## src/rtl/inhibit_gate_array_pkg.sv

```systemverilog
// rtl/inhibit_gate_array_pkg.sv - shared types and constants for the inhibit gate array
//
// Purpose : per-channel debounce state encoding, channel limit and qualify counter width.
// Ports   : none (package).
// Options : none here; INHIBIT_STICKY_EN is consumed by the interface, channel and top.

package inhibit_pkg;

    typedef enum logic [1:0] {
        IDLE,
        QUALIFY,
        ACTIVE
    } inh_state_t;

    localparam int MAX_NCH = 16;

    // Width of the per-channel qualify counter; covers DEB_CYCLES up to 255.
    localparam int QCNT_W = 8;

endpackage

```

## src/rtl/inhibit_gate_array_if.sv

```systemverilog
// rtl/inhibit_gate_array_if.sv - bundled channel inputs and qualified outputs
//
// Purpose : groups the inhibit inputs, mode/clear controls and all per-channel outputs.
// Signals : a, b (NCH)      inhibit / enable inputs
//           deb_en, clr     debounce mode select, synchronous counter clear
//           y, rise, sat    qualified output, rising pulse, counter saturated (NCH)
//           cnt             packed counters, channel i at [i*CNT_W +: CNT_W]
//           sticky (NCH)    only when INHIBIT_STICKY_EN is defined
// Modports: master drives inputs (stimulus side), slave drives outputs (the array).

interface inhibit_gate_array_if #(
    parameter int NCH   = 4,
    parameter int CNT_W = 8
);
    logic [NCH-1:0]       a;
    logic [NCH-1:0]       b;
    logic                 deb_en;
    logic                 clr;
    logic [NCH-1:0]       y;
    logic [NCH-1:0]       rise;
    logic [NCH*CNT_W-1:0] cnt;
    logic [NCH-1:0]       sat;
`ifdef INHIBIT_STICKY_EN
    logic [NCH-1:0]       sticky;

    modport master (output a, b, deb_en, clr, input y, rise, cnt, sat, sticky);
    modport slave  (input a, b, deb_en, clr, output y, rise, cnt, sat, sticky);
`else
    modport master (output a, b, deb_en, clr, input y, rise, cnt, sat);
    modport slave  (input a, b, deb_en, clr, output y, rise, cnt, sat);
`endif
endinterface

```

## src/rtl/inhibit_gate_array_channel.sv

```systemverilog
// rtl/inhibit_gate_array_channel.sv - one inhibit channel: debounce FSM, output, event counter
//
// Purpose : qualifies cond = ~a & b (directly or through IDLE/QUALIFY/ACTIVE debounce),
//           registers y and its rising pulse, and counts rises into a saturating counter.
// Ports   : i_clk, i_rst (async, active-high), i_a, i_b, i_deb_en, i_clr
//           o_y, o_rise, o_cnt (CNT_W), o_sat, o_sticky (only with INHIBIT_STICKY_EN)

module inhibit_channel
    import inhibit_pkg::*;
#(
    parameter int DEB_CYCLES = 3,
    parameter int CNT_W      = 8
) (
    input  logic             i_clk,
    input  logic             i_rst,
    input  logic             i_a,
    input  logic             i_b,
    input  logic             i_deb_en,
    input  logic             i_clr,
    output logic             o_y,
    output logic             o_rise,
    output logic [CNT_W-1:0] o_cnt,
`ifdef INHIBIT_STICKY_EN
    output logic             o_sticky,
`endif
    output logic             o_sat
);

    localparam logic [QCNT_W-1:0] C_QLAST = QCNT_W'(DEB_CYCLES - 1);

    inh_state_t          r_state;
    inh_state_t          w_state_next;
    logic [QCNT_W-1:0]   r_qcnt;
    logic [QCNT_W-1:0]   w_qcnt_next;
    logic                r_y;
    logic                w_y_next;
    logic                r_rise;
    logic                w_rise_next;
    logic [CNT_W-1:0]    r_cnt;
    logic [CNT_W-1:0]    w_cnt_next;
    logic                r_sat;
    logic                w_cond;

    assign w_cond = ~i_a & i_b;

    always_ff @(posedge i_clk or posedge i_rst) begin
        if (i_rst) begin
            r_state <= IDLE;
            r_qcnt  <= '0;
            r_y     <= 1'b0;
            r_rise  <= 1'b0;
            r_cnt   <= '0;
            r_sat   <= 1'b0;
        end else begin
            r_state <= w_state_next;
            r_qcnt  <= w_qcnt_next;
            r_y     <= w_y_next;
            r_rise  <= w_rise_next;
            r_cnt   <= w_cnt_next;
            r_sat   <= &w_cnt_next;
        end
    end

    // Direct mode parks the FSM in IDLE, so re-enabling debounce always
    // starts a fresh qualification with y low, even if cond is already high.
    always_comb begin
        w_state_next = r_state;
        w_qcnt_next  = r_qcnt;
        w_y_next     = r_y;
        if (!i_deb_en) begin
            w_state_next = IDLE;
            w_qcnt_next  = '0;
            w_y_next     = w_cond;
        end else begin
            case (r_state)
                IDLE: begin
                    w_y_next    = 1'b0;
                    w_qcnt_next = '0;
                    if (w_cond) begin
                        if (DEB_CYCLES == 1) begin
                            w_state_next = ACTIVE;
                            w_y_next     = 1'b1;
                        end else begin
                            w_state_next = QUALIFY;
                            w_qcnt_next  = QCNT_W'(1);
                        end
                    end
                end
                QUALIFY: begin
                    w_y_next = 1'b0;
                    if (!w_cond) begin
                        w_state_next = IDLE;
                        w_qcnt_next  = '0;
                    end else if (r_qcnt == C_QLAST) begin
                        w_state_next = ACTIVE;
                        w_qcnt_next  = '0;
                        w_y_next     = 1'b1;
                    end else begin
                        w_qcnt_next = r_qcnt + QCNT_W'(1);
                    end
                end
                ACTIVE: begin
                    w_y_next = 1'b1;
                    if (!w_cond) begin
                        w_state_next = IDLE;
                        w_y_next     = 1'b0;
                    end
                end
                default: begin
                    w_state_next = IDLE;
                    w_qcnt_next  = '0;
                    w_y_next     = 1'b0;
                end
            endcase
        end
    end

    // The counter advances on the same edge that raises o_rise, so a clear
    // sampled on that edge discards the event.
    always_comb begin
        w_rise_next = w_y_next & ~r_y;
        w_cnt_next  = r_cnt;
        if (i_clr) begin
            w_cnt_next = '0;
        end else if (w_rise_next && (r_cnt != '1)) begin
            w_cnt_next = r_cnt + CNT_W'(1);
        end
    end

`ifdef INHIBIT_STICKY_EN
    logic r_sticky;

    always_ff @(posedge i_clk or posedge i_rst) begin
        if (i_rst) begin
            r_sticky <= 1'b0;
        end else if (i_clr) begin
            r_sticky <= 1'b0;
        end else if (w_rise_next) begin
            r_sticky <= 1'b1;
        end
    end

    assign o_sticky = r_sticky;
`endif

    assign o_y    = r_y;
    assign o_rise = r_rise;
    assign o_cnt  = r_cnt;
    assign o_sat  = r_sat;

endmodule

```

## src/rtl/inhibit_gate_array.sv

```systemverilog
// rtl/inhibit_gate_array.sv - NCH independent registered inhibit channels (Y = ~A & B)
//
// Purpose : replicates inhibit_channel NCH times and packs per-channel results onto the bus.
// Ports   : clk, reset (async, active-high), bus (inhibit_gate_array_if.slave)
// Options : INHIBIT_STICKY_EN adds per-channel sticky event flags (bus.sticky).

module inhibit_gate_array
    import inhibit_pkg::*;
#(
    parameter int NCH        = 4,
    parameter int DEB_CYCLES = 3,
    parameter int CNT_W      = 8
) (
    input  logic                  clk,
    input  logic                  reset,
    inhibit_gate_array_if.slave   bus
);

    logic [NCH-1:0]       w_y;
    logic [NCH-1:0]       w_rise;
    logic [NCH-1:0]       w_sat;
    logic [NCH*CNT_W-1:0] w_cnt;
`ifdef INHIBIT_STICKY_EN
    logic [NCH-1:0]       w_sticky;
`endif

    for (genvar i = 0; i < NCH; i++) begin : g_ch
        inhibit_channel #(
            .DEB_CYCLES (DEB_CYCLES),
            .CNT_W      (CNT_W)
        ) u_ch (
            .i_clk    (clk),
            .i_rst    (reset),
            .i_a      (bus.a[i]),
            .i_b      (bus.b[i]),
            .i_deb_en (bus.deb_en),
            .i_clr    (bus.clr),
            .o_y      (w_y[i]),
            .o_rise   (w_rise[i]),
            .o_cnt    (w_cnt[i*CNT_W +: CNT_W]),
`ifdef INHIBIT_STICKY_EN
            .o_sticky (w_sticky[i]),
`endif
            .o_sat    (w_sat[i])
        );
    end

    assign bus.y    = w_y;
    assign bus.rise = w_rise;
    assign bus.cnt  = w_cnt;
    assign bus.sat  = w_sat;
`ifdef INHIBIT_STICKY_EN
    assign bus.sticky = w_sticky;
`endif

endmodule

```

## src/flat_wrapper.sv

```systemverilog
// flat-port wrapper written by rule: the top's interface ports become plain ports
module inhibit_gate_array_flat import inhibit_pkg::*;
#(
    parameter int NCH        = 4,
    parameter int DEB_CYCLES = 3,
    parameter int CNT_W      = 8
)
  (clk, reset, bus_a, bus_b, bus_deb_en, bus_clr, bus_y, bus_rise, bus_cnt, bus_sat);
  inhibit_gate_array_if #(.NCH(NCH), .CNT_W(CNT_W)) bus_i ();
  input  logic clk;
  input  logic reset;
  input wire logic [$bits(bus_i.a)-1:0] bus_a;
  input wire logic [$bits(bus_i.b)-1:0] bus_b;
  input wire logic [$bits(bus_i.deb_en)-1:0] bus_deb_en;
  input wire logic [$bits(bus_i.clr)-1:0] bus_clr;
  output wire logic [$bits(bus_i.y)-1:0] bus_y;
  output wire logic [$bits(bus_i.rise)-1:0] bus_rise;
  output wire logic [$bits(bus_i.cnt)-1:0] bus_cnt;
  output wire logic [$bits(bus_i.sat)-1:0] bus_sat;
  assign bus_i.a = bus_a;
  assign bus_i.b = bus_b;
  assign bus_i.deb_en = bus_deb_en;
  assign bus_i.clr = bus_clr;
  assign bus_y = bus_i.y;
  assign bus_rise = bus_i.rise;
  assign bus_cnt = bus_i.cnt;
  assign bus_sat = bus_i.sat;
  inhibit_gate_array #(.NCH(NCH), .DEB_CYCLES(DEB_CYCLES), .CNT_W(CNT_W)) u_core (.clk(clk), .reset(reset), .bus(bus_i));
endmodule
```

## config.mk

```make
export PLATFORM = sky130hd
export DESIGN_NAME = inhibit_gate_array_flat
export DESIGN_NICKNAME = d
export VERILOG_FILES = /design/src/rtl/inhibit_gate_array_pkg.sv /design/src/rtl/inhibit_gate_array_if.sv /design/src/rtl/inhibit_gate_array_channel.sv /design/src/rtl/inhibit_gate_array.sv /design/src/flat_wrapper.sv
export SDC_FILE = /design/constraint.sdc
export NUM_CORES = 1
export LEC_CHECK = 0
export BUFFER_PORTS_ARGS = -buffer_cell sky130_fd_sc_hd__buf_2
export CAP_MARGIN = 0
export CELL_PAD_IN_SITES_DETAIL_PLACEMENT = 1
export CELL_PAD_IN_SITES_GLOBAL_PLACEMENT = 1
export CORE_MARGIN = 5
export CORE_UTILIZATION = 30
export DETAILED_ROUTE_END_ITERATION = 7
export GPL_ROUTABILITY_DRIVEN = 1
export PLACE_DENSITY_LB_ADDON = 0.25
export SETUP_SLACK_MARGIN = 0.1
export SYNTH_ARGS = -nofsm -noshare
export SYNTH_HDL_FRONTEND = slang
export SYNTH_HIERARCHICAL = 1
export SYNTH_SLANG_ARGS = --single-unit
```

## constraint.sdc

```tcl
create_clock -name clk -period 3.6 [get_ports clk]
set_input_delay 0.36 -clock clk [delete_from_list [all_inputs] [get_ports clk]]
set_output_delay 0.36 -clock clk [all_outputs]
set_load 0.02 [all_outputs]
```

==> flow_summary.yaml <==
run_status:
  outcome: "complete, no violations"
sta:
  setup_viol: 0
  timing.final.crit_period_ns: 2.89
  setup_tns_ns: 0
  hold_violations: 0
  drv_slew: 0
  rsz0062_at_grt: "no"
  clock.fmax_mhz: 346
  clock_skew_ns: 0.0115
  tightest_slew_ns: 0.880
  finalCritPeriodShare_pct: 80.4
  relSlewSlack_pct: 41.3
worst_setup_path:
  critical_path_class: "flop to flop"
  crit_path_start_kind: "flop"
  r2r_setup_slack_ns: 0.71
  startpoint: "u_core/g_ch[0].u_ch/r_state[1]"
  r2r-end: "u_core/g_ch[0].u_ch/o_sat"
  max_stage_delay_ns: 0.68
  required_ns: 3.84
  rr_worst_depth: 8
  cp-end-kind: "flop"
  critPathArrivalTime_ns: 3.13
  cp_slowest_cell: "or4_1"
  crit-reg2reg-launch: "u_core/g_ch[0].u_ch/r_state[1]"
  crit_path_cell_trace: "inv_1 -> ha_1 -> or4b_1 -> or4_1 -> a2111oi_4 -> xnor2_1 -> and4b_1 -> and3_1"
  cp_max_fo: 6
  crit_end: "u_core/g_ch[0].u_ch/o_sat"
routing:
  wirelength_mm: 12.8
  first_pass_iters: 4
  wire_per_inst_um: 15.6
  wl_met2_mm: 6.53
  final_antenna_net_count: 0
  dr_wl_met3_um: 348
  vias_per_cell: 5.14
  vias: 4205
  remaining_drc_errors: 0
  drt-met1-wl_mm: 5.78
  highest_layer: "met4"
  drtIter0Drc: 163
layout:
  drive_gt1_share_pct: 15.6
  antenna_cells: 0
  ff_latch_area_um2: 2100
  n_fill_cell: 1962
  area_delta_synth_final_pct: 16.7
  multiInputGateArea_um2: 2760
  nets: 634
synth:
  synth_cell_types: 55
  synth_fa_ha_area_share_pct: 7.01
  ys_seq_area_share_pct: 42.1
  synthMuxAreaShare_pct: 3.31
  synth_compound_area_share_pct: 16.6
  syn_nets: 577
  synth-xor-area-share_pct: 2.63
  synthFlopType: "dfrtp_1"
  synthArstFlopShare_pct: 100
  synth_top_family_by_area: "simple AND/OR/NAND/NOR gates"
  netlist_instances: 537
  postSynthAreaPerCell_um2: 9.30
  synth_edf_count: 0
  synth.cell_area_um2: 5000
  synth_warnings: 6
  synth-simple-area-share_pct: 25.7
  ys_ff_latch: 84
clock_tree:
  holdBufCountCts: 0
  cts_root_buffer: "clkbuf_16"
  cts_max_level: 3
  numCtsBuffers: 9
  clock_sink_count: 84
  clkTransAtPathRegs_ns: 0.07
  clockBufferDepth: 2
  cts_setup_buffers: 0
  cts_resized: 0
  clk_latency_ns: 0.34
  cts_tree: "built"
power:
  vdd_drop_max_v: 0.000236
  total_power_w: 0.00221
  power_leakage_nw: 2.55
  p_per_area_nw_per_um2: 380
placement:
  hpwl_mm: 9.48
  port_buffers: 55
  place.gp.congestion: 0.855
die:
  ios: 56
  rows: 47
  die_w_um: 139
  fp.coreArea_um2: 16500
  start_util_pct: 30.3
  die_h_um: 139
  dieArea_um2: 19300
global_routing:
  grt_first_pass_wirelength_mm: 22.3
  grt_pass1_vias: 4501
  grt_start_max_net_pins: 39
  antenna_found_initial: 0
  globalRouteOverflowTotal: 0
  grt.total_usage_pct: 13.6
job:
  maxCapViolCount: 0
worst_hold_path:
  hold_path.class: "input pin to asynchronous set/reset pin"
flip-flops by register name, indices dropped and copies added, names as in the netlist:
signal and flops:
u_core/g_ch.u_ch/o_cnt 32, u_core/g_ch.u_ch/r_qcnt 32, u_core/g_ch.u_ch/r_state 8, u_core/g_ch.u_ch/o_rise 4
u_core/g_ch.u_ch/o_sat 4, u_core/g_ch.u_ch/o_y 4
cells by family after synthesis:
group / Yosys count
adder cells (fa/ha/maj): 28
flip-flops: 84
XOR/XNOR: 15
multiplexers: 16
AO/OA/AOI/OAI: 124
AND/OR/NAND/NOR: 235
buffers and inverters: 35
cell usage after synthesis (6+ instances only):
cell type	n	area, µm²
nor3_1	12	60.1
nand3_1	25	125
nand2_1	64	240
xnor2_1	12	105
mux2i_1	12	120
o31ai_1	10	75.1
nor2b_1	18	113
a211oi_1	7	52.6
a21oi_1	23	115
ha_1	28	350
nand2b_1	19	119
inv_1	26	97.6
dfrtp_1	84	2100
nand4_1	6	37.5
nor2_1	41	154
and3_1	18	113
o21ai_0	50	250
and2_1	7	43.8
stage by stage:
step	area, µm²	hold WS (ns)	worst slack [ns]	cells	util [%]
floorplan	5000	0.337	0.955	537	-
global placement	5510	0.515	0.830	803	33.5
detailed placement	5510	0.529	0.676	803	33.5
CTS	5830	0.227	0.674	818	35.4
global route	5830	0.294	0.546	818	35.4
finish	5830	0.193	0.707	818	35.4
cell usage in the layout, fill, tap and decap left out, types with 3 or more instances in the layout:
master,Yosys,layout
dfrtp_1,84,84
nand2_1,64,64
buf_2,1,55
o21ai_0,50,50
nor2_1,41,41
ha_1,28,28
inv_1,26,26
nand3_1,25,25
a21oi_1,23,23
nand2b_1,19,19
nor2b_1,18,18
and3_1,18,18
mux2i_1,12,12
nor3_1,12,12
xnor2_1,12,12
o31ai_1,10,10
clkbuf_16,0,9
and2_1,7,7
a211oi_1,7,7
nand4_1,6,6
and4b_1,5,5
o22ai_1,5,5
o31a_1,4,4
nor4_1,4,4
mux2_2,4,4
nor4b_4,3,3
a211o_1,3,3
a31oi_1,3,3
xor2_1,3,3
cell type report:
class                      count  share of cell area, %
clock buffer                  11                   4.16
clock inverter                 4                   1.27
inverter                      26                   1.67
multi-input combinational    418                   47.4
sequential                    84                   36.1
tap                          220                   4.72
timing repair buffer          55                   4.72
per-layer routing:
| layer | GRT usage, % | vias to the layer above |
|---|---|---|
| li1 | - | 2027 |
| met1 | 16.8 | 2103 |
| met2 | 24.0 | 61 |
| met3 | 2.48 | 14 |
| met4 | 4.27 | 0 |
| met5 | 0 | - |
report_power, final:
| part | switching [W] | internal, W |
|---|---|---|
| sequential | 0.0000192 | 0.000964 |
| combinational | 0.000144 | 0.0000832 |
| clock | 0.000380 | 0.000623 |
critical path: cells and delay by family (launching register included):
family          cells  cell delay [ns]
simple gates        4             1.54
flops               1             0.39
compound gates      1             0.37
fa+ha+maj           1             0.20
xor+xnor            1             0.19
buf+inv             1             0.10
worst min-delay path by stage:
stage	cells after the start	slack (ns)	start	end
final	2	0.19	reset	u_core/g_ch[0].u_ch/r_qcnt[0]
after global routing	2	0.29	reset	u_core/g_ch[0].u_ch/r_state[0]
after CTS	2	0.23	reset	u_core/g_ch[0].u_ch/r_qcnt[0]
after detailed placement	1	0.53	u_core/g_ch[2].u_ch/r_qcnt[4]	u_core/g_ch[2].u_ch/r_qcnt[4]
after global placement	2	0.52	u_core/g_ch[0].u_ch/r_qcnt[1]	u_core/g_ch[0].u_ch/r_qcnt[1]
after floorplan	1	0.34	reset	u_core/g_ch[0].u_ch/o_cnt[0]
Note: power is estimated with default switching activity, not from simulation.
